===== src/rtl/cxl_retry_pkg.sv =====
// Shared definitions for the CXL link-layer retry path: LRSM state encoding
// and the default retry/timeout/reinit limits.
package cxl_retry_pkg;

    typedef enum logic [2:0] {
        LRSM_NORMAL     = 3'd0,
        LRSM_LLRREQ     = 3'd1,
        LRSM_LOCAL_IDLE = 3'd2,
        LRSM_PHY_REINIT = 3'd3,
        LRSM_ABORT      = 3'd4
    } lrsm_state_e;

    localparam int unsigned LRSM_TIMER_W = 12;

    localparam logic [4:0]              DEF_MAX_NUM_RETRY      = 5'd5;
    localparam logic [LRSM_TIMER_W-1:0] DEF_TIMEOUT_CYC        = 12'd1000;
    localparam logic [1:0]              DEF_MAX_NUM_PHY_REINIT = 2'd3;

endpackage


===== src/rtl/lrsm_timeout_timer.sv =====
// Saturating up-counter used as the LOCAL_IDLE RETRY.Ack timeout.
// Clear has priority over enable; tc_o flags count == TERMINAL.
module lrsm_timeout_timer
    import cxl_retry_pkg::*;
#(
    parameter int unsigned    W        = LRSM_TIMER_W,
    parameter logic [W-1:0]   TERMINAL = DEF_TIMEOUT_CYC - 12'd1
) (
    input  logic clk_i,
    input  logic rst_ni,
    input  logic clr_i,
    input  logic en_i,
    output logic tc_o
);

    logic [W-1:0] count_q;
    logic [W-1:0] count_d;

    always_comb begin
        count_d = count_q;
        if (clr_i) begin
            count_d = '0;
        end else if (en_i && (count_q != {W{1'b1}})) begin
            count_d = count_q + W'(1);
        end
    end

    always_ff @(posedge clk_i or negedge rst_ni) begin
        if (!rst_ni) begin
            count_q <= '0;
        end else begin
            count_q <= count_d;
        end
    end

    assign tc_o = (count_q == TERMINAL);

endmodule


===== src/rtl/cxl_lrsm_ctrl.sv =====
// CXL Local Retry State Machine controller. PHY reinit escalation is built
// only when CXL_LRSM_PHY_REINIT_EN is defined; otherwise exhaustion aborts.
module cxl_lrsm_ctrl
    import cxl_retry_pkg::*;
#(
    parameter logic [4:0]  MAX_NUM_RETRY      = DEF_MAX_NUM_RETRY,
    parameter logic [11:0] TIMEOUT_CYC        = DEF_TIMEOUT_CYC,
    parameter logic [1:0]  MAX_NUM_PHY_REINIT = DEF_MAX_NUM_PHY_REINIT
) (
    input  logic       i_clk,
    input  logic       i_rst_n,
    input  logic       crc_err_detected,
    input  logic       retryreq_ack,
    input  logic       retryack_rcvd,
    input  logic       retryack_empty_bit,
    input  logic       num_retry_matches,
    input  logic [4:0] retry_num_retry,
    input  logic       phy_reinit_done,
    output logic       send_retryreq,
    output logic       num_retry_inc_en,
    output logic       num_retry_reset,
    output logic       empty_bit_detected_reset,
    output logic       rx_discard,
    output logic       phy_reinit_req,
    output logic       link_abort,
    output logic [2:0] lrsm_state
);

    lrsm_state_e state_q;
    lrsm_state_e state_d;

    logic timer_clr;
    logic timer_en;
    logic timer_tc;
    logic retries_exhausted;
    logic ack_matched;

    assign retries_exhausted = (retry_num_retry >= MAX_NUM_RETRY);
    assign ack_matched       = retryack_rcvd && num_retry_matches;
    assign timer_en          = (state_q == LRSM_LOCAL_IDLE);

    lrsm_timeout_timer #(
        .W        (12),
        .TERMINAL (TIMEOUT_CYC - 12'd1)
    ) u_timer (
        .clk_i  (i_clk),
        .rst_ni (i_rst_n),
        .clr_i  (timer_clr),
        .en_i   (timer_en),
        .tc_o   (timer_tc)
    );

`ifdef CXL_LRSM_PHY_REINIT_EN
    logic [1:0] reinit_cnt_q;
    logic [1:0] reinit_cnt_d;

    always_ff @(posedge i_clk or negedge i_rst_n) begin
        if (!i_rst_n) begin
            reinit_cnt_q <= '0;
        end else begin
            reinit_cnt_q <= reinit_cnt_d;
        end
    end

    assign phy_reinit_req = (state_q == LRSM_PHY_REINIT);
`else
    logic unused_phy_reinit;
    assign unused_phy_reinit = ^{phy_reinit_done, MAX_NUM_PHY_REINIT};
    assign phy_reinit_req    = 1'b0;
`endif

    // Pulses are decoded on the transition cycle so NUM_RETRY moves on the
    // same edge as the state register.
    always_comb begin
        state_d                  = state_q;
        timer_clr                = 1'b0;
        num_retry_inc_en         = 1'b0;
        num_retry_reset          = 1'b0;
        empty_bit_detected_reset = 1'b0;
`ifdef CXL_LRSM_PHY_REINIT_EN
        reinit_cnt_d             = reinit_cnt_q;
`endif
        case (state_q)
            LRSM_NORMAL: begin
                if (crc_err_detected) begin
                    state_d = LRSM_LLRREQ;
                end
            end
            LRSM_LLRREQ: begin
                if (retries_exhausted) begin
                    num_retry_reset = 1'b1;
`ifdef CXL_LRSM_PHY_REINIT_EN
                    if (reinit_cnt_q == MAX_NUM_PHY_REINIT) begin
                        state_d = LRSM_ABORT;
                    end else begin
                        state_d      = LRSM_PHY_REINIT;
                        reinit_cnt_d = reinit_cnt_q + 2'd1;
                    end
`else
                    state_d = LRSM_ABORT;
`endif
                end else if (retryreq_ack) begin
                    num_retry_inc_en = 1'b1;
                    timer_clr        = 1'b1;
                    state_d          = LRSM_LOCAL_IDLE;
                end
            end
            LRSM_LOCAL_IDLE: begin
                // A matching ack beats a timeout landing in the same cycle.
                if (ack_matched) begin
                    state_d                  = LRSM_NORMAL;
                    num_retry_reset          = 1'b1;
                    empty_bit_detected_reset = retryack_empty_bit;
`ifdef CXL_LRSM_PHY_REINIT_EN
                    reinit_cnt_d             = 2'd0;
`endif
                end else if (timer_tc) begin
                    state_d = LRSM_LLRREQ;
                end
            end
`ifdef CXL_LRSM_PHY_REINIT_EN
            LRSM_PHY_REINIT: begin
                if (phy_reinit_done) begin
                    state_d = LRSM_LLRREQ;
                end
            end
`endif
            default: begin
                state_d = state_q;
            end
        endcase
    end

    always_ff @(posedge i_clk or negedge i_rst_n) begin
        if (!i_rst_n) begin
            state_q <= LRSM_NORMAL;
        end else begin
            state_q <= state_d;
        end
    end

    assign send_retryreq = (state_q == LRSM_LLRREQ);
    assign rx_discard    = (state_q != LRSM_NORMAL);
    assign link_abort    = (state_q == LRSM_ABORT);
    assign lrsm_state    = state_q;

endmodule


===== config.mk =====
export PLATFORM = sky130hd
export DESIGN_NAME = cxl_lrsm_ctrl
export DESIGN_NICKNAME = d
export VERILOG_FILES = /design/src/rtl/cxl_retry_pkg.sv /design/src/rtl/lrsm_timeout_timer.sv /design/src/rtl/cxl_lrsm_ctrl.sv
export SDC_FILE = /design/constraint.sdc
export NUM_CORES = 1
export LEC_CHECK = 0
export ABC_AREA = 1
export BUFFER_PORTS_ARGS = -buffer_cell sky130_fd_sc_hd__clkbuf_2
export CAP_MARGIN = 5
export CORE_MARGIN = 2
export CORE_UTILIZATION = 52
export DETAILED_ROUTE_END_ITERATION = 16
export PLACE_DENSITY = 0.79
export SYNTH_ARGS = -nofsm -noshare
export SYNTH_HDL_FRONTEND = slang
export SYNTH_SLANG_ARGS = --single-unit

===== constraint.sdc =====
create_clock -name i_clk -period 1.8 [get_ports i_clk]
set_input_delay 0.18 -clock i_clk [delete_from_list [all_inputs] [get_ports i_clk]]
set_output_delay 0.18 -clock i_clk [all_outputs]
set_load 0.02 [all_outputs]

# Word-level counts from Yosys, hierarchy flattened
# Index checks and enable logic that the tools add are counted.
# W data, S select, Z words.
# totals
reg_bits	15
latch_bits	0
ram_bits	0
mem_bits_ro	0
input_bits	13
output_inout_bits	10
wordCells	35
memories	0
# op_classes
addsub	1
n_mul	0
div_mod_pow	0
magnitude_cmp	1
eq_ne	8
shift	0
muxes	16
n_bitwise	0
n_reduce_logical	7
# ops
op	n
$mux W12	2
$mux W3	5
$add A12 B1 Y12 const B	1
$eq A12 B10 Y1 const B	1
$ne A12 B12 Y1 const B	1
$pmux W3 S3	1
$mux W1	7
$reduce_bool A3 Y1	2
$ge A5 B3 Y1 const B	1
$reduce_and A4 Y1	1
$eq A3 B1 Y1 const B	1
$eq A3 B2 Y1 const B	1
$eq A3 B3 Y1 const B	1
$logic_not A3 Y1	1
$ne A3 B2 Y1 const B	1
$ne A3 B3 Y1 const B	1
$logic_and A1 B1 Y1	2
$ne A2 B2 Y1 const B	1
$pmux W1 S2	1
$reduce_bool A2 Y1	1

# Depth between registers and ports, before layout
# depth
depth_word	4
depth_mapped	9
depth_no_buf	9

# By module
# A second synthesis with hierarchy kept.
# unflattened
hier_cells	157
hier_area_um2	1061.0
# modules_own_cells
module	instances	cells_each	area_per_inst_um2	seq_area_each_um2
lrsm_timeout_timer	1	111	768.2	300.3
cxl_lrsm_ctrl	1	46	292.8	75.1

# Worst setup path after synthesis
# Ideal clock, no wire load.
# synth_path
kind	reg2reg
startpoint	reg state_q[0], in the netlist lrsm_state[0]
endpoint	reg u_timer.count_q[4]
setup_time_ns	0.116
arrival_ns	1.396
required_time_ns	1.684
slack_ns	0.288
path_stages_with_launch	9
path_buffers	1
synth_period_minus_slack_ns	1.512
cell_sequence	dfrtp_1 -> inv_2 -> nor3_4 -> nand4_2 -> buf_6 -> clkinv_4 -> nor2_1 -> nand2_1 -> nand2_1
# synth_via
elab_chain_cells	3
elab_cells_between_ends	6
classes_between	2 x eq/ne; 2 x mux; 2 x reduce/logical
# synth_rtl
element	line	text
from (decl)	cxl_lrsm_ctrl.sv:29	lrsm_state_e state_q;
from (signal assigned)	cxl_lrsm_ctrl.sv:138	state_q <= state_d;
$eq A3 B1 Y1 *	n/a	
named net send_retryreq	cxl_lrsm_ctrl.sv:19	output logic send_retryreq,
$mux W1 *	cxl_lrsm_ctrl.sv:83	case (state_q)
named net num_retry_inc_en	cxl_lrsm_ctrl.sv:20	output logic num_retry_inc_en,
$mux W12 / $reduce_bool A2 Y1 (equally long branches)	n/a	
to (signal assigned)	lrsm_timeout_timer.sv:32	count_q <= count_d;
to (decl)	lrsm_timeout_timer.sv:16	logic [W-1:0] count_q;
# Mark *: on every way through the listed nets, which the timed path passes. The rest lies on a longest branch.
# A chain may end at the register's enable or synchronous reset.

# Worst setup path in the final report
# layout_path
startpoint	reg state_q[0], in the netlist lrsm_state[0]
endpoint	out num_retry_inc_en
# layout_via
elab_chain_cells	2
# layout_rtl
element	line
$eq A3 B1 Y1	cxl_lrsm_ctrl.sv:83
$mux W1	cxl_lrsm_ctrl.sv:83
to (decl)	cxl_lrsm_ctrl.sv:20
# No other way between the ends.

==> results by group <==
Status
  • Status: completed

Worst hold path
  • Hold Path End: lrsm_state[1]
  • Start point of the worst hold path: retryreq_ack
  • Hold Crit Class: in -> reg
  • Worst Hold Depth: 3

Power and ir drop
  • Pwr dens: 475.2 nW/µm²
  • Internal Power: around 430 µW
  • Sw Pwr: about 130 µW
  • Sw frac: 22.90%
  • Clock power share: around a third
  • Pleak: about 0.00063 µW
  • Combinational power share: ~5%
  • Maximum VDD drop: between 0.2 and 0.3 mV
  • Reg power frac: between 50 and 60%

Floorplan
  • Boundary pin count: 23
  • Chip width: 48.12 µm
  • Area of the core: approximately 1800 µm²
  • Initial Util: between 50% and 60%
  • Die Y-Extent: between 40 and 50 µm
  • Row Count: 15
  • Die area: 2316 µm²

STA
  • Tcrit/Tclk final: a little over nine tenths
  • Hold Slack: approximately 0.28 ns
  • Final min period: between 1.5 and 2 ns
  • Setup tns final: 0 ns
  • Fmax: about 590 MHz
  • Final Max Slew Viols: 0
  • RSZ-0062 raised after global routing: false
  • Clock Skew: a little under 0.003 ns
  • Setup Viol. Count Final: 0
  • Final hold violations: 0

Critical path
  • WP buf/inv: 3
  • CP arrival: ~1.5 ns
  • R2r startpoint: u_timer.count_q[1]
  • Crit end category: output pin
  • Slowest cell delay on critical path: between 0.4 and 0.5 ns
  • Worst Path Required: 1.62 ns
  • Crit Path Class: reg -> out
  • Worst R2R Setup Slack: between 0.2 and 0.3 ns
  • CP Max Fanout: 7
  • Worst Reg-to-Reg Cells: 9
  • Startpoint Class: flip-flop
  • R2r endpoint: u_timer.count_q[5]
  • Cell family with most CP delay: flip-flops
  • Crit path cell chain: inv_2 > nor3_4 > nand4_4 > clkinv_4 > clkbuf_2
  • Crit-path slowest cell: dfrtp_1

Route
  • Drt pass-1 iters: 4
  • Antenna Nets Post-Route: 0
  • DRC violations left: 0
  • Wire length per cell: ~12 µm
  • Via/cell ratio: about 5.2
  • Routed WL: roughly 2300 µm
  • Initial DRC count: 46
  • DR vias: ~1000

Clock network
  • CTS root buffer: clkbuf_4
  • Clock Path Buffers: 2
  • Clk sinks: 15
  • CTS tree: yes
  • H-tree lvl count: 1
  • TritonCTS buffer count: 3
  • Clock-pin slew on the worst setup and hold paths: roughly 0.09 ns
  • Worst skew pair latency: between 0.2 and 0.3 ns

Global routing
  • First-pass GRT wire length: 3781 µm
  • Number of global-route vias before repair: just under 900
  • Total gr overflow: 0
  • Antenna violations before repair: 0
  • Pin count of the biggest net entering global routing: 16
  • Total GRT Usage: around a quarter

Place
  • DPL Wire Length: 1658 µm
  • Routability cong.: about 0.86
  • Port Buffers: 20

Run
  • MaxCap Viol Count: 0

Synth
  • Post-synth net total: between 150 and 200
  • Simple-gate share of the synthesized area: between 40% and 50%
  • Synth cell types: 25
  • #FFs+latches synth: 15
  • Compound-Gate Fraction of Synth Area: approximately 4.3%
  • Post-synthesis instance total: 148
  • Mapped Avg Cell Area: a little under 7 µm²
  • Mapped cell area: 1012 µm²
  • YS warnings: 0
  • Adder-cell area share of the yosys netlist: 1.236%
  • Synth Area in XOR/XNOR: under 10%
  • Post-synthesis mux area share: 0%
  • Largest family of logic cells by synthesized area: simple AND/OR/NAND/NOR gates
  • Register area share after synthesis: a little under two fifths

Finish
  • Area Growth Syn to Fin: 17.06%
  • Layout cells sized above 1: roughly 20%
  • Layout Nets: 188
  • Antenna Cells: 0
[power by group through the flow]
stage	sequential, µW	combinational (µW)	clock, µW
after floorplan	343	7.79	0
after global placement	343	24.1	0
final	337	28.0	198
after detailed placement	343	25.0	0
after CTS	337	26.7	198
after global routing	337	32.5	219
[cells in the mapped netlist]
cell | instances | area, µm²
nand2_1 | 52 | 195.2
nor2_1 | 16 | 60.06
dfrtp_1 | 15 | 375.4
inv_1 | 13 | 48.80
nand3_1 | 12 | 60.06
nand4_1 | 10 | 62.56
o21ai_0 | 5 | 25.02
inv_2 | 3 | 11.26
nor3_1 | 3 | 15.01
nand2_2 | 2 | 12.51
xnor2_1 | 2 | 17.52
xor2_1 | 2 | 17.52
a21o_1 | 1 | 7.510
a21oi_1 | 1 | 5.000
a31oi_1 | 1 | 6.260
buf_4 | 1 | 7.510
buf_6 | 1 | 11.26
clkinv_4 | 1 | 8.760
conb_1 | 1 | 3.750
ha_1 | 1 | 12.51
nand4_2 | 1 | 12.51
nor2_2 | 1 | 6.260
nor3_4 | 1 | 16.27
nor3b_1 | 1 | 7.510
or2_2 | 1 | 6.260
[metrics by stage]
stage	power, µW	setup WS (ns)	cells	util [%]	area, µm²
final	563.0	0.1031	198	66.46	1185
after global routing	588.3	0.02180	198	66.46	1185
after CTS	561.3	0.03393	198	65.96	1176
after detailed placement	368.4	0.2591	193	63.93	1140
after global placement	367.4	0.3069	193	63.93	1140
after floorplan	351.3	0.2876	148	-	1012
[worst min-delay path, stage by stage]
cell and delay, ns:
clkbuf_2 0.11, nand4_4 0.17, nand2_1 0.07
[metal layers]
metal	up-vias	wire length, µm	track usage, %
li1	531	-	-
met1	470	1029	31.71
met4	0	29	10.27
met2	32	1109	38.93
met5	-	0	0
met3	4	128	3.333
[worst max-delay path by stage]
stage / startpoint / end / slack [ns] / cells past startpoint
detailed placement: lrsm_state[0] / u_timer.count_q[6] / 0.26 / 7
CTS: lrsm_state[0] / num_retry_inc_en / 0.03 / 5
finish: lrsm_state[0] / num_retry_inc_en / 0.10 / 5
floorplan: lrsm_state[0] / u_timer.count_q[4] / 0.29 / 8
global placement: lrsm_state[0] / u_timer.count_q[3] / 0.31 / 7
global route: lrsm_state[0] / num_retry_inc_en / 0.02 / 5
[flip-flops by register name, summed over array words and instances (netlist names)]
register         count
lrsm_state           3
u_timer.count_q     12
[what timing repair did]
item                                   4_1_cts  5_1_grt
endpoints found under the hold margin       15        0
gates resized for setup                      0        1
setup endpoints to repair                    0        1
buffers inserted                             0        0
hold buffers                                 1        0
[cell usage in the layout, fill, tap and decap left out, types with 2 or more instances in the layout]
cell type	count
nor3_1	3
xnor2_1	2
nor2_1	16
xor2_1	2
dfrtp_1	15
o21ai_0	5
clkbuf_4	3
buf_4	2
inv_2	3
nand3_1	12
inv_1	13
nand2_2	2
nand2_1	52
nand4_1	10
clkbuf_2	20
[final cells by class]
class                      count  area (µm²)
timing repair buffer          23       125.1
fill                         171       598.1
clock buffer                   4       26.28
multi-input combinational    114       558.0
sequential                    15       375.4
tap                           25       31.28
inverter                      17       68.82
[kinds of logic (layout without fill, tap and decap cells)]
family | after synthesis | in the layout
flip-flops | 15 | 15
AO/OA/AOI/OAI | 8 | 8
buffers and inverters | 19 | 44
AND/OR/NAND/NOR | 100 | 100
other | 1 | 1
XOR/XNOR | 4 | 4
adder cells (fa/ha/maj) | 1 | 1
No activity file was read; power rests on OpenSTA's default activity.
